$ cat src/rtl/filter_pkg.sv
// Shared definitions for the video filter stage: coordinate width, divider
// FSM states and channel lane indices for the RGB and RBG packings.
package filter_pkg;

    localparam int COORD_WIDTH = 11;

    typedef enum logic [1:0] {
        IDLE,
        DIV,
        DONE
    } div_state_t;

    // Lane index counted from the LSB lane of a 3-channel pixel word
    localparam int RGB_R = 2;
    localparam int RGB_G = 1;
    localparam int RGB_B = 0;

    localparam int RBG_R = 2;
    localparam int RBG_B = 1;
    localparam int RBG_G = 0;

    // Lane of the stream word (RBG) that carries a given output (RGB) channel
    function automatic int rgb_src_lane(input int rgb_idx);
        case (rgb_idx)
            RGB_R:   return RBG_R;
            RGB_G:   return RBG_G;
            default: return RBG_B;
        endcase
    endfunction

endpackage

$ cat src/rtl/avg_divider.sv
// Sequential restoring divider: one quotient bit per cycle, MSB first.
// Loads dividend/divisor on start_i; done_o flags the cycle of the final step.
module avg_divider #(
    parameter int SUM_W = 30,
    parameter int CNT_W = 22,
    parameter int Q_W   = 8
) (
    input  logic             clk,
    input  logic             aresetn,
    input  logic             start_i,
    input  logic [SUM_W-1:0] dividend_i,
    input  logic [CNT_W-1:0] divisor_i,
    output logic             busy_o,
    output logic             done_o,
    output logic [Q_W-1:0]   quotient_o
);

    localparam int STEP_W = (Q_W > 1) ? $clog2(Q_W) : 1;

    logic [SUM_W-1:0]  rem_q, rem_d;
    logic [CNT_W-1:0]  den_q, den_d;
    logic [Q_W-1:0]    quo_q, quo_d;
    logic [STEP_W-1:0] step_q, step_d;
    logic              busy_q, busy_d;
    logic [SUM_W-1:0]  trial;

    always_comb begin
        rem_d  = rem_q;
        den_d  = den_q;
        quo_d  = quo_q;
        step_d = step_q;
        busy_d = busy_q;
        // Mean never exceeds the channel maximum, so divisor << step cannot overflow SUM_W
        trial  = SUM_W'(den_q) << step_q;
        if (start_i) begin
            rem_d  = dividend_i;
            den_d  = divisor_i;
            quo_d  = '0;
            step_d = STEP_W'(Q_W - 1);
            busy_d = 1'b1;
        end else if (busy_q) begin
            if (rem_q >= trial) begin
                rem_d         = rem_q - trial;
                quo_d[step_q] = 1'b1;
            end
            if (step_q == '0) begin
                busy_d = 1'b0;
            end else begin
                step_d = step_q - STEP_W'(1);
            end
        end
    end

    always_ff @(posedge clk or negedge aresetn) begin
        if (!aresetn) begin
            rem_q  <= '0;
            den_q  <= '0;
            quo_q  <= '0;
            step_q <= '0;
            busy_q <= 1'b0;
        end else begin
            rem_q  <= rem_d;
            den_q  <= den_d;
            quo_q  <= quo_d;
            step_q <= step_d;
            busy_q <= busy_d;
        end
    end

    assign busy_o     = busy_q;
    assign done_o     = busy_q && (step_q == '0);
    assign quotient_o = quo_q;

endmodule

$ cat src/rtl/frame_avg_color.sv
// Passive per-frame colour averager snooping an AXI4-Stream video bus.
// Optional `AVG_SUBSAMPLE_EN accumulates only even-column/even-line beats.
module frame_avg_color
    import filter_pkg::*;
#(
    parameter int COLOR_WIDTH  = 8,
    parameter int FRAME_WIDTH  = 1920,
    parameter int FRAME_HEIGHT = 1080,
    parameter int CNT_WIDTH    = 22
) (
    input  logic                     clk,
    input  logic                     aresetn,
    input  logic [3*COLOR_WIDTH-1:0] video_in_tdata,
    input  logic                     video_in_tlast,
    input  logic                     video_in_tuser,
    input  logic                     video_in_tvalid,
    input  logic                     video_in_tready,
    output logic [COORD_WIDTH-1:0]   video_in_X,
    output logic [COORD_WIDTH-1:0]   video_in_Y,
    output logic [3*COLOR_WIDTH-1:0] avg_color,
    output logic                     avg_valid,
    output logic                     err_overrun
);

    localparam int SUM_W = COLOR_WIDTH + CNT_WIDTH;
    localparam logic [COORD_WIDTH-1:0] X_LAST = COORD_WIDTH'(FRAME_WIDTH - 1);
    localparam logic [COORD_WIDTH-1:0] Y_LAST = COORD_WIDTH'(FRAME_HEIGHT - 1);

    logic [COORD_WIDTH-1:0] x_q, x_d, y_q, y_d;
    logic [COORD_WIDTH-1:0] cur_x, cur_y;
    logic [SUM_W-1:0]       sum_q [3];
    logic [SUM_W-1:0]       sum_d [3];
    logic [SUM_W-1:0]       sum_now [3];
    logic [CNT_WIDTH-1:0]   cnt_q, cnt_d, cnt_now;
    logic                   accept, sof, frame_end, sample_en, div_start;
    div_state_t             state_q;
    logic [COLOR_WIDTH-1:0] quo [3];
    logic [2:0]             div_busy, div_done;
    logic                   div_unused;

    assign accept    = video_in_tvalid && video_in_tready;
    assign sof       = accept && video_in_tuser;
    assign cur_x     = sof ? '0 : x_q;
    assign cur_y     = sof ? '0 : y_q;
    assign frame_end = accept && video_in_tlast && (cur_y == Y_LAST);
    assign div_start = frame_end && (state_q == IDLE);

    assign video_in_X = cur_x;
    assign video_in_Y = cur_y;

`ifdef AVG_SUBSAMPLE_EN
    assign sample_en = !cur_x[0] && !cur_y[0];
`else
    assign sample_en = 1'b1;
`endif

    // A start-of-frame beat drops the partial sums and seeds the new frame
    assign cnt_now = (sof ? '0 : cnt_q) + CNT_WIDTH'(sample_en);

    for (genvar c = 0; c < 3; c++) begin : g_chan
        localparam int LANE = rgb_src_lane(c);
        logic [COLOR_WIDTH-1:0] pix;

        assign pix        = video_in_tdata[LANE*COLOR_WIDTH +: COLOR_WIDTH];
        assign sum_now[c] = (sof ? '0 : sum_q[c]) + (sample_en ? SUM_W'(pix) : '0);

        avg_divider #(
            .SUM_W (SUM_W),
            .CNT_W (CNT_WIDTH),
            .Q_W   (COLOR_WIDTH)
        ) u_div (
            .clk        (clk),
            .aresetn    (aresetn),
            .start_i    (div_start),
            .dividend_i (sum_now[c]),
            .divisor_i  (cnt_now),
            .busy_o     (div_busy[c]),
            .done_o     (div_done[c]),
            .quotient_o (quo[c])
        );
    end

    // All channels step in lockstep; only channel R's handshake is consumed
    assign div_unused = ^{div_busy, div_done[RGB_G], div_done[RGB_B]};

    always_comb begin
        x_d   = x_q;
        y_d   = y_q;
        sum_d = sum_q;
        cnt_d = cnt_q;
        if (accept) begin
            if (video_in_tlast) begin
                x_d = '0;
                y_d = (cur_y == Y_LAST) ? '0 : cur_y + COORD_WIDTH'(1);
            end else begin
                x_d = (cur_x >= X_LAST) ? X_LAST : cur_x + COORD_WIDTH'(1);
                y_d = cur_y;
            end
            if (frame_end) begin
                for (int c = 0; c < 3; c++) sum_d[c] = '0;
                cnt_d = '0;
            end else begin
                sum_d = sum_now;
                cnt_d = cnt_now;
            end
        end
    end

    always_ff @(posedge clk or negedge aresetn) begin
        if (!aresetn) begin
            x_q   <= '0;
            y_q   <= '0;
            cnt_q <= '0;
            for (int c = 0; c < 3; c++) sum_q[c] <= '0;
        end else begin
            x_q   <= x_d;
            y_q   <= y_d;
            cnt_q <= cnt_d;
            sum_q <= sum_d;
        end
    end

    always_ff @(posedge clk or negedge aresetn) begin
        if (!aresetn) begin
            state_q     <= IDLE;
            avg_color   <= '0;
            avg_valid   <= 1'b0;
            err_overrun <= 1'b0;
        end else begin
            avg_valid <= 1'b0;
            if (frame_end && (state_q != IDLE)) begin
                err_overrun <= 1'b1;
            end
            case (state_q)
                IDLE: if (div_start) state_q <= DIV;
                DIV:  if (div_done[RGB_R]) state_q <= DONE;
                DONE: begin
                    avg_color <= {quo[RGB_R], quo[RGB_G], quo[RGB_B]};
                    avg_valid <= 1'b1;
                    state_q   <= IDLE;
                end
                default: state_q <= IDLE;
            endcase
        end
    end

endmodule

$ cat config.mk
export PLATFORM = sky130hd
export DESIGN_NAME = frame_avg_color
export DESIGN_NICKNAME = d
export VERILOG_FILES = /design/src/rtl/filter_pkg.sv /design/src/rtl/avg_divider.sv /design/src/rtl/frame_avg_color.sv
export SDC_FILE = /design/constraint.sdc
export NUM_CORES = 1
export LEC_CHECK = 0
export BUFFER_PORTS_ARGS = -buffer_cell sky130_fd_sc_hd__buf_4
export CAP_MARGIN = 20
export CORE_ASPECT_RATIO = 1.4
export CORE_MARGIN = 4
export CORE_UTILIZATION = 25
export CTS_CLUSTER_SIZE = 25
export DETAILED_ROUTE_END_ITERATION = 16
export GPL_TIMING_DRIVEN = 0
export HOLD_SLACK_MARGIN = 0.15
export SETUP_SLACK_MARGIN = 0.5
export SLEW_MARGIN = 5
export SYNTH_ARGS = -nofsm -noshare
export SYNTH_HDL_FRONTEND = slang
export SYNTH_SLANG_ARGS = --single-unit
$ cat constraint.sdc
create_clock -name clk -period 3.8 [get_ports clk]
set_input_delay 0.57 -clock clk [delete_from_list [all_inputs] [get_ports clk]]
set_output_delay 0.57 -clock clk [all_outputs]
set_load 0.02 [all_outputs]
==> flow_metrics.env <==
export IMPL_run_status="finished, violations left"
export IMPL_violations="negative setup slack"
export IMPL_p_seq_share_pct=36.7
export IMPL_synth_ff_latch_count=310
export IMPL_synth_top_area_share_pct=32.09
export IMPL_insertedDiodeCount=0
export IMPL_detail_route_wirelength_mm=106.0
export IMPL_via_count_of_the_first_global_routing_pass=24210
export IMPL_worst_min_delay_path_startpoint="video_in_tdata[0]"
export IMPL_worst_ep_required_time_ns=4.29
export IMPL_global_route_usage_met3_pct=2.535
export IMPL_mostFrequentLayoutCell="sky130_fd_sc_hd__dfrtp_1"
export IMPL_critical_path_buf_inv_count=5
export IMPL_drt_initial_drc_count=2217
export IMPL_critPathMaxStageDelay_ns=0.53
export IMPL_clock_insertion_delay_worst_skew_ns=0.60
export IMPL_final_setup_viol_count=38
export IMPL_syn_nets=2927
export IMPL_antenna_violating_nets_post_route=0
export IMPL_worst_path_dominant_cell_family="compound AO/OA/AOI/OAI gates"
export IMPL_gate_count_after_technology_mapping=2771
export IMPL_multiInputGateArea_sq_um=18690
export IMPL_postLayoutSetupSlackWorst_ns=-0.3108
export IMPL_worst_ir_drop_vdd_mv=0.2671
export IMPL_whs_path_depth=3
export IMPL_crit_path_top_delay_cell="sky130_fd_sc_hd__mux4_2"
export IMPL_synth_seq_area_share_pct=32.09
export IMPL_maxSlewViolCount=0
export IMPL_reg2reg_slack_ns=-0.31
export IMPL_switching_power_mw=3.136
export IMPL_most_area_hungry_cell_type_in_the_yosys_netlist="sky130_fd_sc_hd__dfrtp_1"
export IMPL_grt_overflow=0
export IMPL_timing_worst_setup_path_type="flop to flop"
export IMPL_rsz0062_at_grt="yes"
export IMPL_maximum_number_of_pins_on_one_net_before_global_route_repair=99
export IMPL_power_per_cell_area_nw_per_um2=277.6
export IMPL_site_rows=134
export IMPL_cts_htree_levels=2
export IMPL_synth_edf_count=0
export IMPL_global_route_usage_total_pct=19.11
export IMPL_post_synthesis_async_set_or_reset_flop_share_pct=100.0
export IMPL_fp_dieW_microns=270.8
export IMPL_die_area_sq_um=101800
export IMPL_syn_to_final_growth_pct=44.43
export IMPL_final_hold_viol_count=0
export IMPL_hp_class="input pin to flop"
export IMPL_seq_area_sq_um=7767
export IMPL_path_clk_slew_ns=0.06
export IMPL_start_util_pct=25.25
export IMPL_worst_slew_pin_slew_ns=1.068
export IMPL_remaining_drc_errors=0
export IMPL_via_per_inst=5.567
export IMPL_use_met1_pct=21.43
export IMPL_power_share_switching_pct=32.36
export IMPL_die_y_microns=375.9
export IMPL_dp_worst_setup_slack_ns=-1.756
export IMPL_worst_r2r_path_depth=16
export IMPL_post_synth_cell_area_avg_sq_um=8.725
export IMPL_place_gp_congestion=0.9602
export IMPL_yosys_top_cells_area="sky130_fd_sc_hd__dfrtp_1 (32%), sky130_fd_sc_hd__ha_1 (6.2%), sky130_fd_sc_hd__a21oi_1 (4.9%)"
export IMPL_clockPowerShare_pct=38.1
export IMPL_io_buffer_count=75
export IMPL_reg_to_reg_startpoint="g_chan[1].u_div.den_q[9]$_DFFE_PN0P_"
export IMPL_report_power_total_mw=9.691
export IMPL_nFillCells=9325
export IMPL_synth_cell_types=97
export IMPL_timing_critical_path_fanout_max=10
export IMPL_fin_crit_sh_pct=108.2
export IMPL_power_internal_mw=6.556
export IMPL_rr_endpoint="g_chan[0].u_div.rem_q[21]$_DFFE_PN0P_"
export IMPL_post_synthesis_cell_area_sq_um=24180
export IMPL_mostFrequentLayoutCells="sky130_fd_sc_hd__dfrtp_1 (302), sky130_fd_sc_hd__nand2_1 (259), sky130_fd_sc_hd__buf_4 (254)"
export IMPL_maxCapViolations=0
export IMPL_relSlewSlack_pct=28.81
export IMPL_routed_wire_length_per_instance_microns=23.75
export IMPL_synth_top_flop_cell="sky130_fd_sc_hd__dfrtp_1"
export IMPL_cts_buffer_count=37
export IMPL_clockRootBuffer="sky130_fd_sc_hd__clkbuf_16"
export IMPL_floorplan_io_pins=78
export IMPL_worstSetupEndpointType="flop"
export IMPL_layout_cell_share_with_drive_strength_beyond_1_pct=35.52
export IMPL_layout_min_cycle_time_ns=4.111
export IMPL_total_leakage_power_nw=13.35
export IMPL_initial_antenna_violation_count=1
export IMPL_first_pass_grt_wire_length_mm=150.9
export IMPL_worst_path_most_repeated_cell="sky130_fd_sc_hd__buf_6"
export IMPL_yosys_warnings=0
export IMPL_post_dp_hpwl_mm=73.52
export IMPL_global_route_peak_usage_layer="met2"
export IMPL_cts_tree="yes"
export IMPL_power_combinational_fraction_pct=25.2
export IMPL_worstPathArrival_ns=4.60
export IMPL_globalRouteMet2Util_pct=32.88
export IMPL_critPathLaunchType="flop"
export IMPL_fin_nets=3300
export IMPL_floorplan_core_area_sq_um=95730
export IMPL_worst_clock_skew_ns=0.03819
export IMPL_detailroute_via_count=24840
export IMPL_drtPass1Iterations=6
export IMPL_worstHoldEndpoint="g_chan[1].u_div.rem_q[0]$_DFFE_PN0P_"
export IMPL_crit_chain="clkbuf_8 > mux4_2 > mux2i_2 > ha_1 > buf_6 > a211o_1 > a31oi_1 > o211a_1 > nand3_2 > a311o_1 > and2_4 > buf_8 > a41oi_4 > buf_6 > buf_12 > mux2_2"
export IMPL_clk_path_buf_depth=3
export IMPL_cts_num_sinks=310
export IMPL_achievable_frequency_mhz=243.3
-- sequential cells by signal (all words and copies together) (netlist names) --
signal / cells
g_chan.u_div.quotient_o: 24
g_chan.u_div.den_q: 22
state_q: 2
sum_q: 90
y_q: 11
err_overrun: 1
g_chan.u_div.rem_q: 90
avg_color: 24
cnt_q: 22
g_chan.u_div.step_q: 9
x_q: 11
avg_valid: 1
g_chan.u_div.busy_o: 3
-- timing repair --
item / 4_1_cts / 5_1_grt
hold buffers: 1 / 0
setup buffers: 143 / 88
setup endpoints to repair: 285 / 276
endpoints found under the hold margin: 54 / 0
gates cloned: 10 / 14
pin swaps: 155 / 238
gates resized for setup: 635 / 457
-- worst reg2reg max path, stage by stage (launching register included) --
cell,delay (ns)
sky130_fd_sc_hd__dfrtp_1,0.42
sky130_fd_sc_hd__clkbuf_8,0.19
sky130_fd_sc_hd__mux4_2,0.53
sky130_fd_sc_hd__mux2i_2,0.23
sky130_fd_sc_hd__ha_1,0.29
sky130_fd_sc_hd__buf_6,0.13
sky130_fd_sc_hd__a211o_1,0.27
sky130_fd_sc_hd__a31oi_1,0.20
sky130_fd_sc_hd__o211a_1,0.21
sky130_fd_sc_hd__nand3_2,0.09
sky130_fd_sc_hd__a311o_1,0.38
sky130_fd_sc_hd__and2_4,0.16
sky130_fd_sc_hd__buf_8,0.13
sky130_fd_sc_hd__a41oi_4,0.20
sky130_fd_sc_hd__buf_6,0.13
sky130_fd_sc_hd__buf_12,0.12
sky130_fd_sc_hd__mux2_2,0.33
-- per-stage QoR --
stage | utilization (%) | instances | cell area [sq um] | hold WS (ns) | TNS, ns
after floorplan | - | 2771 | 24580 | 0.2744 | -3.962
after global placement | 27.95 | 4138 | 26760 | 0.4620 | -657.70
after detailed placement | 28.05 | 4141 | 26850 | 0.4627 | -345.50
after CTS | 33.53 | 4360 | 32100 | 0.3264 | -6.194
after global routing | 36.47 | 4462 | 34920 | 0.3558 | -11.13
final | 36.47 | 4462 | 34920 | 0.3474 | -5.556
-- routing by layer --
metal	part of all wire (%)	routed length [microns]
met1	36	38040
met2	47	49700
met3	6.5	6880
met4	11	11370
met5	0	0
-- worst max path at each step --
stage                                          start                                    end  slack, ns  depth (start not counted)
2_1_floorplan                         video_in_tuser                  cnt_q[14]$_DFFE_PN0N_      -0.08                         19
3_3_place_gp                         video_in_tready  g_chan[1].u_div.rem_q[16]$_DFFE_PN0P_      -1.75                         17
3_5_place_dp                         video_in_tready  g_chan[1].u_div.rem_q[16]$_DFFE_PN0P_      -1.76                         17
4_1_cts        g_chan[0].u_div.step_q[1]$_DFFE_PN0P_  g_chan[0].u_div.rem_q[20]$_DFFE_PN0P_      -0.32                         18
5_1_grt        g_chan[0].u_div.step_q[0]$_DFFE_PN0P_  g_chan[0].u_div.rem_q[21]$_DFFE_PN0P_      -0.45                         16
6_report        g_chan[1].u_div.den_q[9]$_DFFE_PN0P_  g_chan[0].u_div.rem_q[21]$_DFFE_PN0P_      -0.31                         16
-- power groups by stage --
stage	Clock, mW	Combinational [mW]	Sequential, mW
after floorplan	0	1.24	3.58
after global placement	0	1.79	3.60
after detailed placement	0	1.82	3.61
after CTS	3.74	2.14	3.55
after global routing	3.85	2.60	3.57
final	3.69	2.44	3.56
-- area by class of cell --
type | instances | share of cell area, %
well taps | 1292 | 4.630
flip-flops and latches | 310 | 22.25
clock buffers | 47 | 2.874
inverters | 74 | 0.8170
repair buffers | 334 | 9.102
plain buffers | 188 | 6.267
clock inverters | 18 | 0.5339
multi-input cells | 2199 | 53.53
-- Yosys cell counts, drive strengths merged, types with 8 or more instances --
master   instances
nand2          284
clkbuf         140
mux4            43
a2111oi          9
nor2           187
and3            44
mux2            44
a32oi            8
o211ai          22
nand3           78
a21oi          237
o31ai           26
dfrtp          310
nor3            44
xor2            52
o22ai           16
nor3b            8
and2            61
mux2i          111
inv             74
a21boi          10
a211oi          26
nor2b           28
o21bai          17
a21o            42
nand2b          22
and4            17
buf             48
a22o            70
a32o            18
nor4            10
xnor2          104
or3             10
o21a            29
a41oi            8
a31oi           45
or2              9
o21ai          202
ha             120
nand4           38
-- cell families after synthesis --
| family | synth area share (%) |
|---|---|
| AO/OA/AOI/OAI | 23.01 |
| XOR/XNOR | 5.652 |
| adder cells (fa/ha/maj) | 6.707 |
| buffers and inverters | 4.301 |
| flip-flops | 32.09 |
| multiplexers | 10.65 |
| AND/OR/NAND/NOR | 17.59 |
Note: power is estimated with default switching activity, not from simulation.
